### config.mk
export PLATFORM = sky130hd
export DESIGN_NAME = pio_instr_mem
export DESIGN_NICKNAME = d
export VERILOG_FILES = /design/src/rtl/pio_pkg.sv /design/src/rtl/pio_instr_ram.sv /design/src/rtl/pio_instr_mem.sv
export SDC_FILE = /design/constraint.sdc
export NUM_CORES = 1
export LEC_CHECK = 0
export ABC_AREA = 1
export CAP_MARGIN = 25
export CORE_AREA = 2 2 199 201
export DETAILED_ROUTE_END_ITERATION = 6
export DIE_AREA = 0 0 201 203
export SLEW_MARGIN = 10
export SYNTH_ARGS = -nofsm -noshare
export SYNTH_HDL_FRONTEND = slang
export SYNTH_SLANG_ARGS = --single-unit
### constraint.sdc
create_clock -name clk -period 11 [get_ports clk]
set_input_delay 1.65 -clock clk [delete_from_list [all_inputs] [get_ports clk]]
set_output_delay 1.65 -clock clk [all_outputs]
set_load 0.05 [all_outputs]
### src/rtl/pio_pkg.sv
`default_nettype none
// ============================================================================
// Module      : pio_pkg
// Description : Shared constants and types for the PIO state-machine slice.
//               Widths here are also used by program_counter, so the fetch
//               address width always matches the instruction memory depth.
// Ports       : none (package)
// Revision    : 1.0 - initial release
// ============================================================================
package pio_pkg;

  localparam int PIO_ADDR_W  = 4;
  localparam int PIO_INSTR_W = 16;
  localparam int PIO_DEPTH   = 1 << PIO_ADDR_W;

  // Program loader states
  typedef enum logic [1:0] {
    IDLE = 2'd0,
    LOAD = 2'd1,
    DONE = 2'd2
  } pio_load_state_t;

endpackage : pio_pkg
`default_nettype wire

### src/rtl/pio_instr_ram.sv
`default_nettype none
// ============================================================================
// Module      : pio_instr_ram
// Description : 2^ADDR_W x INSTR_W instruction storage. One synchronous
//               write port, one registered read port with read enable,
//               asynchronous clear of every word and of the read register.
// Ports       : clk, rst        - clock, async active-high clear
//               we/waddr/wdata  - write port
//               re/raddr        - read request and address
//               rdata/rvalid    - registered read data and its strobe
// Revision    : 1.0 - initial release
// ============================================================================
module pio_instr_ram
  import pio_pkg::*;
#(
  parameter int ADDR_W  = PIO_ADDR_W,
  parameter int INSTR_W = PIO_INSTR_W
) (
  input  logic               clk,
  input  logic               rst,
  input  logic               we,
  input  logic [ADDR_W-1:0]  waddr,
  input  logic [INSTR_W-1:0] wdata,
  input  logic               re,
  input  logic [ADDR_W-1:0]  raddr,
  output logic [INSTR_W-1:0] rdata,
  output logic               rvalid
);

  localparam int DEPTH = 1 << ADDR_W;

  logic [INSTR_W-1:0] r_mem [DEPTH];

  // Reset clears the whole array so a partially loaded program never survives.
  always_ff @(posedge clk or posedge rst) begin
    if (rst) begin
      for (int i = 0; i < DEPTH; i++) begin
        r_mem[i] <= '0;
      end
    end else if (we) begin
      r_mem[waddr] <= wdata;
    end
  end

  // rdata holds its last value when no read is requested.
  always_ff @(posedge clk or posedge rst) begin
    if (rst) begin
      rdata  <= '0;
      rvalid <= 1'b0;
    end else begin
      rvalid <= re;
      if (re) begin
        rdata <= r_mem[raddr];
      end
    end
  end

endmodule : pio_instr_ram
`default_nettype wire

### src/rtl/pio_instr_mem.sv
`default_nettype none
// ============================================================================
// Module      : pio_instr_mem
// Description : Instruction memory for one PIO state machine. A host loader
//               streams a program in over valid/ready; program_counter
//               fetches one word per cycle. Execution is held while loading.
// Ports       : clk, rst                       - clock, async active-high reset
//               load_start/origin/count        - load command (IDLE only)
//               wr_data/wr_valid/wr_ready      - program word stream
//               load_busy/load_done/exec_hold  - loader status
//               pc/rd_en                       - fetch request
//               instr/instr_valid              - registered fetch result
// Revision    : 1.0 - initial release
// ============================================================================
module pio_instr_mem
  import pio_pkg::*;
#(
  parameter int ADDR_W  = PIO_ADDR_W,
  parameter int INSTR_W = PIO_INSTR_W
) (
  input  logic               clk,
  input  logic               rst,
  input  logic               load_start,
  input  logic [ADDR_W-1:0]  load_origin,
  input  logic [ADDR_W:0]    load_count,
  input  logic [INSTR_W-1:0] wr_data,
  input  logic               wr_valid,
  output logic               wr_ready,
  output logic               load_busy,
  output logic               load_done,
  output logic               exec_hold,
  input  logic [ADDR_W-1:0]  pc,
  input  logic               rd_en,
  output logic [INSTR_W-1:0] instr,
  output logic               instr_valid
);

  localparam int                c_depth     = 1 << ADDR_W;
  localparam logic [ADDR_W:0]   c_max_count = (ADDR_W + 1)'(c_depth);

  pio_load_state_t     r_state;
  pio_load_state_t     w_state_next;
  logic [ADDR_W-1:0]   r_wr_ptr;
  logic [ADDR_W:0]     r_remaining;
  logic [ADDR_W:0]     w_count_clamped;
  logic                w_start_ok;
  logic                w_beat;
  logic                w_fetch;

  assign w_count_clamped = (load_count > c_max_count) ? c_max_count : load_count;
  assign w_start_ok      = load_start && (w_count_clamped != '0);
  // wr_ready is a pure state decode, so a beat never loops back through it.
  assign w_beat          = wr_valid && wr_ready;
  assign w_fetch         = rd_en && !exec_hold;

  // State register
  always_ff @(posedge clk or posedge rst) begin
    if (rst) begin
      r_state <= IDLE;
    end else begin
      r_state <= w_state_next;
    end
  end

  // Next-state logic
  always_comb begin
    w_state_next = r_state;
    case (r_state)
      IDLE: if (w_start_ok) w_state_next = LOAD;
      LOAD: if (w_beat && (r_remaining == (ADDR_W + 1)'(1))) w_state_next = DONE;
      DONE: w_state_next = IDLE;
      default: w_state_next = IDLE;
    endcase
  end

  // Output decode
  always_comb begin
    wr_ready  = 1'b0;
    load_busy = 1'b0;
    load_done = 1'b0;
    case (r_state)
      LOAD: begin
        wr_ready  = 1'b1;
        load_busy = 1'b1;
      end
      DONE: begin
        load_busy = 1'b1;
        load_done = 1'b1;
      end
      default: ;
    endcase
  end

  assign exec_hold = load_busy;

  // Write pointer wraps naturally at the address width.
  always_ff @(posedge clk or posedge rst) begin
    if (rst) begin
      r_wr_ptr    <= '0;
      r_remaining <= '0;
    end else if ((r_state == IDLE) && w_start_ok) begin
      r_wr_ptr    <= load_origin;
      r_remaining <= w_count_clamped;
    end else if (w_beat) begin
      r_wr_ptr    <= r_wr_ptr + 1'b1;
      r_remaining <= r_remaining - 1'b1;
    end
  end

  pio_instr_ram #(
    .ADDR_W  (ADDR_W),
    .INSTR_W (INSTR_W)
  ) u_ram (
    .clk    (clk),
    .rst    (rst),
    .we     (w_beat),
    .waddr  (r_wr_ptr),
    .wdata  (wr_data),
    .re     (w_fetch),
    .raddr  (pc),
    .rdata  (instr),
    .rvalid (instr_valid)
  );

endmodule : pio_instr_mem
`default_nettype wire

Word level (Yosys, flattened, before mapping)
Index checks and enable logic that the tools add are counted.

ROM bits: 0. Bits in latches: 0. Register bits after elaboration: 284. Output and inout bits: 21. Memory bits (writable): 0. Memories: 0.

Eq/ne operators: 5. Bitwise gates (word level): 2. Div/mod/pow operators: 0. Reduce and logical (&&, ||, !) cells: 12. Shift-type cells: 0. Order comparisons: 4. Add/sub/neg operators: 2. $mul: 0. Multiplexer cells: 17.

Operator list (number): bitwise mux 256 bit (1); binary-select mux 16 bit (select 4 bit) (1); demux 16 bit (select 4 bit) (1); two-way mux 16 bit (3); two-way mux 5 bit (3); >= comparator 5 bit, second input constant (2); NOT 4 -> 5 bit (2); two-way mux 4 bit (2); logical AND 1 bit (6); == test 5 x 1 -> 1 bit, second input constant (1); greater-than comparator 5 bit, second input constant (1); < comparator 5 x 1 -> 1 bit, second input constant (1); nonzero test 5 bit (1); subtractor 5 x 1 -> 5 bit, second input constant (1); adder 4 x 1 -> 4 bit, second input constant (1); two-way mux 2 bit (2); inequality test 2 bit, second input constant (2); case mux 2 bit (2 select lines) (1); two-way mux 1 bit (3); == test 2 x 1 -> 1 bit, second input constant (1); == test 2 bit, second input constant (1); logical NOT 2 bit (1); AND reduction 2 bit (1); nonzero test 2 bit (1); other kinds (2) (2).

Depth between registers and ports, before layout
Gate-level depths: netlist of the first run.

Word-level depth: 6. Depth in mapped cells: 11. Gate-level depth less buffers: 9.

Cells and area by module
A second synthesis of the first run with hierarchy kept.

Cells, all modules: 1644. Area, all modules: 13236.4 sq um.

By module, submodules not included: pio_instr_ram (instances 1, area each 12416.9 sq um, cells an instance 1532); pio_instr_mem (instances 1, area each 819.5 sq um, cells an instance 112).

Least setup slack after synthesis of the first run
Ideal clock, no wire load.

Path kind: register to output. Start point: register r_state[0]. End point: output load_busy. Arrival: 1.277 ns. Cell stages (with the launch flop): 4. Buffers on the path: 1. Slack: 8.073 ns. Cells stage by stage: dfrtp_1 inv_1 ha_1 buf_4.

Longest elaborated chain between the ends: 3.

RTL lines: start, declared (RTL line pio_instr_mem.sv:41) `pio_load_state_t r_state;`; start signal, assigned (RTL line pio_instr_mem.sv:61) `r_state <= w_state_next;`; == test 2 bit or == test 2 x 1 -> 1 bit (tied branches) (RTL line pio_instr_mem.sv:81) `case (r_state)`; OR reduction 2 bit (no line) *; two-way mux 1 bit * (RTL line pio_instr_mem.sv:81); end, declared (RTL line pio_instr_mem.sv:29) `output logic load_busy,`.

Mark *: on every way between the ends. The rest lies on a longest branch, timed or not.

Final worst setup path of the first run
Start point: input pc[0]. End point: register u_ram.rdata[13].

Longest elaborated chain between the ends: 4.

RTL lines: start, declared (RTL line pio_instr_mem.sv:32) `input logic [ADDR_W-1:0] pc,`; NOT 4 -> 5 bit (not written as such) (RTL line pio_instr_ram.sv:53) `rdata <= r_mem[raddr];`; binary-select mux 16 bit (select 4 bit) (RTL line pio_instr_ram.sv:53); two-way mux 16 bit (not written as such) (2 in series) (RTL line pio_instr_ram.sv:53); end signal, assigned (RTL line pio_instr_ram.sv:53); end, declared (RTL line pio_instr_ram.sv:26) `output logic [INSTR_W-1:0] rdata,`.

No other way between the ends. The select of a mux whose other input is x is not followed. A chain may end at the register's enable or synchronous reset.

==> results.cfg, run 1 <==
[sta]
skew_ns = 0.0188
period_share = 0.369
maxSlewViolCount = 0
whs_ns = 0.481
slew_headroom = 0.334
finalHoldViolations = 0
fmax_mhz = 247
fin_crit_ns = 4.06
setup_slack_ns = 6.94
rsz0062_at_grt = no
worst_slew_pin_slew_ns = 0.998
tns_ns = 0
setup_viol = 0

[routing]
drt_pass1_iterations = 5
routedWlPerCell_um = 17.6
drt_iter0_drc = 1076
route.detailed.drc = 0
routed_via_density = 5.06
finalWirelength_um = 38000
num_vias = 10900
postRouteAntennaNets = 0

[global_routing]
grt_pass1_wl_um = 61100
grt.overflow.total = 0
grt_pass1_vias = 10700
antenna_found_initial = 1
grt.total_usage = 0.189
grt_max_degree = 158

[critical_path]
path_cells = buf_4 -> clkinv_2 -> buf_4 -> nand2_1 -> nand3_1 -> nand3_1 -> nand2_1 -> nand2_1 -> nand2_1 -> nand2_1 -> nand2_1
critPathMaxStageDelay_ns = 0.82
path_max_fanout = 80
worst-path-buf-inv = 3
slowest_stage = clkinv_2
setup.worst_path.end_class = flip-flop
crit_required_ns = 11.40
path_depth = 11
worstSetupStartpointType = input pin
crit_family = buffers and inverters
arrival_ns = 4.46
rr_worst_depth = 8
cpMostUsedCell = nand2_1
critical_path_class = in -> reg

[floorplanning]
ios = 55
row_count = 72
die_x_um = 201
dieArea_um2 = 40800
coreArea_um2 = 38500
die_h_um = 203
initial_core_util = 0.336

[power_and_ir_drop]
p_leak_nw = 6.93
power_density_nw_per_um2 = 245
peakVddDrop_mv = 0.190
power_mw = 3.66

[flow_run]
drv_cap = 0

[cts]
clkSinkCount = 284
cts_tree = built
cts_resized = 0
post_cts_buffers = 0
clk_latency_ns = 0.51
cts_max_level = 2
clkSlewWorstSetupHoldPaths_ns = 0.06
ctsHoldBuffers = 0
cts.root.buffer_cell = clkbuf_16
cts_max_path_buffers = 3
cts_buffers = 34

[logic_synthesis]
yosysSeqAreaShare = 0.549
yosysUniqueCellTypes = 19
yosys_warnings = 0
synthCells = 1626
syn_nets = 1669
ys_ff_latch = 284
syn_area_um2 = 12900
avgSynthCellArea_um2 = 7.96

[cells_and_area]
drive_gt1_frac = 0.0499
post-route-util = 0.388
design_area_um2 = 14900
area_growth_pct = 15.3
stdcell_count = 2163
nNetsFinal = 1663
fillers = 3982

[placed_design]
dp.cells = 2102
port_buffers = 54
place_ws_ns = 6.47
place_congestion = 0.774
postPlaceCellArea_um2 = 13800
hpwl_um = 20800

[hold_path]
hold_path_depth = 2
hold_path.class = reg -> reg

[status]
outcome = finished, final reports clean
-- Yosys cell counts --
master	number	area [um2]
nor2_4	2	22.5
buf_1	3	11.3
clkbuf_1	63	236
inv_2	1	3.75
xor2_1	3	26.3
buf_2	52	260
nor2_1	12	45.0
dfrtp_1	284	7110
ha_1	9	113
o21ai_1	5	25.0
nand2_1	675	2530
nor2_2	1	6.26
xnor2_1	1	8.76
inv_1	42	158
o211ai_1	5	37.5
buf_4	2	15.0
o21ai_0	257	1290
nand3_1	207	1040
a21oi_1	2	10.0
-- layer usage --
layer  share of wire  GRT usage  vias to the layer above  wire, um
li1                -          -                     5243         -
met3           0.070     0.0305                       65      2650
met2            0.44      0.295                      388     16700
met5               0          0                        -         0
met1            0.47      0.272                     5251     17800
met4           0.023     0.0534                        0       876
-- power by group --
group          switching (mW)  internal (mW)  total [mW]  leakage (nW)
sequential              0.215           1.41        1.63          3.82
clock                   0.431          0.683        1.11         0.545
combinational           0.576          0.339       0.915          2.56
total                    1.22           2.44        3.66          6.93
-- tightest hold or removal path: stages, from the launching register on --
cell and delay, ns:
dfrtp_1 0.34, nand2_1 0.05, o21ai_0 0.05
-- state kept, by name, indices dropped and copies added (netlist names) --
name and cells:
r_state 2, u_ram.rvalid 1, u_ram.r_mem 256, u_ram.rdata 16, r_wr_ptr 4, r_remaining 5
-- kinds of logic after synthesis --
kind of cell	Yosys count	synth area share
buffers and inverters	163	0.0529
xor gates and xnor gates	4	0.00271
AOI/OAI and AO/OA	269	0.105
adders and majority gates	9	0.00870
and+or+nand+nor	897	0.282
DFF	284	0.549
-- path summary, 6_finish.rpt --
check                            startpoint          endpoint  slack [ns]
setup / recovery                      pc[0]   u_ram.rdata[13]        6.94
hold / removal             u_ram.r_mem[208]  u_ram.r_mem[208]        0.48
setup reg to reg                 r_state[1]  u_ram.r_mem[243]        8.37
hold reg to reg            u_ram.r_mem[208]  u_ram.r_mem[208]        0.48
max in group asynchronous               rst   u_ram.rdata[10]        7.78
min in group asynchronous               rst  u_ram.r_mem[156]        1.77
-- cell usage in the layout (no fill, tap or decap) --
cell type        synthesis  layout
nor2_4                   2       2
nand2_1                675     675
dfrtp_1                284     284
inv_8                    0       1
nor2_1                  12      12
buf_2                   52       1
o211ai_1                 5       5
buf_12                   0       1
diode_2                  0       1
inv_1                   42      39
o21ai_0                257     257
clkbuf_8                 0       7
clkinvlp_4               0       1
a21oi_1                  2       2
nor2_2                   1       1
inv_2                    1       2
ha_1                     9       9
buf_4                    2      23
clkdlybuf4s50_1          0      52
bufinv_16                0       1
clkinv_2                 0       4
nand3_1                207     207
o21ai_1                  5       5
buf_6                    0       1
xnor2_1                  1       1
clkbuf_16                0      37
xor2_1                   3       3
clkbuf_1                63      11
-- layout make-up --
class	instances	area [um2]	area share
Antenna cell	1	2.50	0.000168
Clock buffer	55	1060	0.0713
Clock inverter	5	52.6	0.00352
Inverter	43	170	0.0114
Multi-Input combinational cell	1179	5150	0.345
Sequential cell	284	7110	0.476
Tap cell	518	648	0.0434
Timing Repair Buffer	78	729	0.0489
(Power assumes the default switching activity.)
==> run 2, diff against run 1 <==
==> constraint.sdc (replaced) <==
create_clock -name clk -period 3.6 [get_ports clk]
set_input_delay 0.54 -clock clk [delete_from_list [all_inputs] [get_ports clk]]
set_output_delay 0.54 -clock clk [all_outputs]
set_load 0.05 [all_outputs]
==> results.cfg, run 2 (synthesis results as in run 1) <==
[status]
outcome = finished, final reports clean

[global_routing]
use_met3 = 0.0313
met1_usage = 0.268
grt_busiest_layer = met2
grt.total_usage = 0.183
grt_pass1_wl_um = 59600
grt_max_degree = 129
grtUsageMet2 = 0.286
grt.overflow.total = 0
antenna_found_initial = 1
grt_pass1_vias = 10500

[sta]
fmax_mhz = 341
slew_headroom = 0.393
rsz0062_at_grt = no
fin_crit_ns = 2.94
setup_slack_ns = 0.665
period_share = 0.815
skew_ns = 0.0183
finalHoldViolations = 0
worst_slew_pin_slew_ns = 0.911
setup_viol = 0
maxSlewViolCount = 0

[power_and_ir_drop]
p_leak_nw = 7.09
power_density_nw_per_um2 = 749
peakVddDrop_mv = 0.587

[cts]
cts_buffers = 31
ctsHoldBuffers = 0
cts_tree = built
clk_latency_ns = 0.57
cts_resized = 0
post_cts_buffers = 0
clkSinkCount = 284
cts_max_level = 1
cts_max_path_buffers = 3
cts.root.buffer_cell = clkbuf_16
clkSlewWorstSetupHoldPaths_ns = 0.06

[cells_and_area]
mostFrequentLayoutCell = nand2_1
nNetsFinal = 1668
stdcell_count = 2169
design_area_um2 = 15200
largest_register = u_ram.r_mem
top_regs = u_ram.r_mem x256, u_ram.rdata x16, r_remaining x5
area_growth_pct = 17.8
fillers = 3926
mostFrequentLayoutCells = 675 x nand2_1, 284 x dfrtp_1, 257 x o21ai_0, 207 x nand3_1, 52 x clkdlybuf4s50_1
drive_gt1_frac = 0.0570
largest_register_ffs = 256

[floorplanning]
row_count = 72
initial_core_util = 0.336
coreArea_um2 = 38500
ios = 55
dieArea_um2 = 40800
die_x_um = 201
die_h_um = 203

[critical_path]
r2r_slack_ns = 1.18
path_max_fanout = 3
rr_worst_depth = 8
path_cells = inv_1 -> ha_1 -> clkdlybuf4s50_1
r2r-start = r_state[1]
worstSetupStartpointType = flip-flop
crit_path_start = r_state[0]
r2r_end = u_ram.r_mem[115]
slowest_stage = clkdlybuf4s50_1
worst-path-buf-inv = 2
crit_family = buffers and inverters
critical_path_class = reg -> out
arrival_ns = 2.40
critPathMaxStageDelay_ns = 0.88
crit_required_ns = 3.06
setup.worst_path.end_class = output pin

[routing]
num_vias = 10900
routed_via_density = 5.03
drt_pass1_iterations = 6
drt_iter0_drc = 1128
route.detailed.drc = 0
finalWirelength_um = 36900
routedWlPerCell_um = 17.0
postRouteAntennaNets = 0

[placed_design]
port_buffers = 54
place_ws_ns = 0.914
place_congestion = 0.778
dp.cells = 2110
hpwl_um = 21900
postPlaceCellArea_um2 = 14100

[hold_path]
hold_path.class = reg -> reg
hold_path_depth = 2
hold_path_startpoint = u_ram.rdata[15]
min_to = u_ram.rdata[15]

[flow_run]
drv_cap = 0
==> run 2: layout make-up <==
type,instances,area [um2],share of cell area
Sequential cell,284,7110,0.466
Multi-Input combinational cell,1179,5150,0.338
Timing Repair Buffer,86,983,0.0645
Clock buffer,40,860,0.0564
Tap cell,518,648,0.0425
Clock inverter,18,327,0.0214
Inverter,43,166,0.0109
Antenna cell,1,2.50,0.000164
==> run 2: metal layers <==
metal / routed length, um / up-vias / part of all wire
met5: 0 / - / 0
met4: 708 / 0 / 0.019
li1: - / 5259 / -
met3: 2690 / 50 / 0.073
met2: 16300 / 376 / 0.44
met1: 17300 / 5224 / 0.47
==> run 2: worst max path at each step <==
stage | to | slack, ns | cells after the start
6_report | exec_hold | 0.66 | 3
3_3_place_gp | u_ram.r_mem[161] | 0.81 | 5
2_1_floorplan | r_remaining[0] | -0.70 | 1
3_5_place_dp | u_ram.r_mem[121] | 0.91 | 7
5_1_grt | load_busy | 0.56 | 3
4_1_cts | load_busy | 0.65 | 3
==> run 2: worst min-delay path, delay by kind of cell (launching register included) <==
family           cells  cell delay (ns)
DFF                  1             0.34
and+or+nand+nor      2             0.10
==> run 2: metrics by stage <==
stage,utilization,TNS [ns],hold slack (ns),power (mW)
finish,0.396,0,0.475,11.4
global placement,0.364,0,0.465,7.72
detailed placement,0.365,0,0.467,7.81
floorplan,-,-199.73,0.453,6.96
CTS,0.396,0,0.484,11.5
global route,0.396,0,0.497,12.2
==> run 2: report_power, final <==
group / total, mW / internal [mW] / switching [mW]
Combinational: 2.82 / 1.06 / 1.76
Clock: 3.66 / 2.32 / 1.33
Sequential: 4.94 / 4.32 / 0.627
Total: 11.4 / 7.70 / 3.72
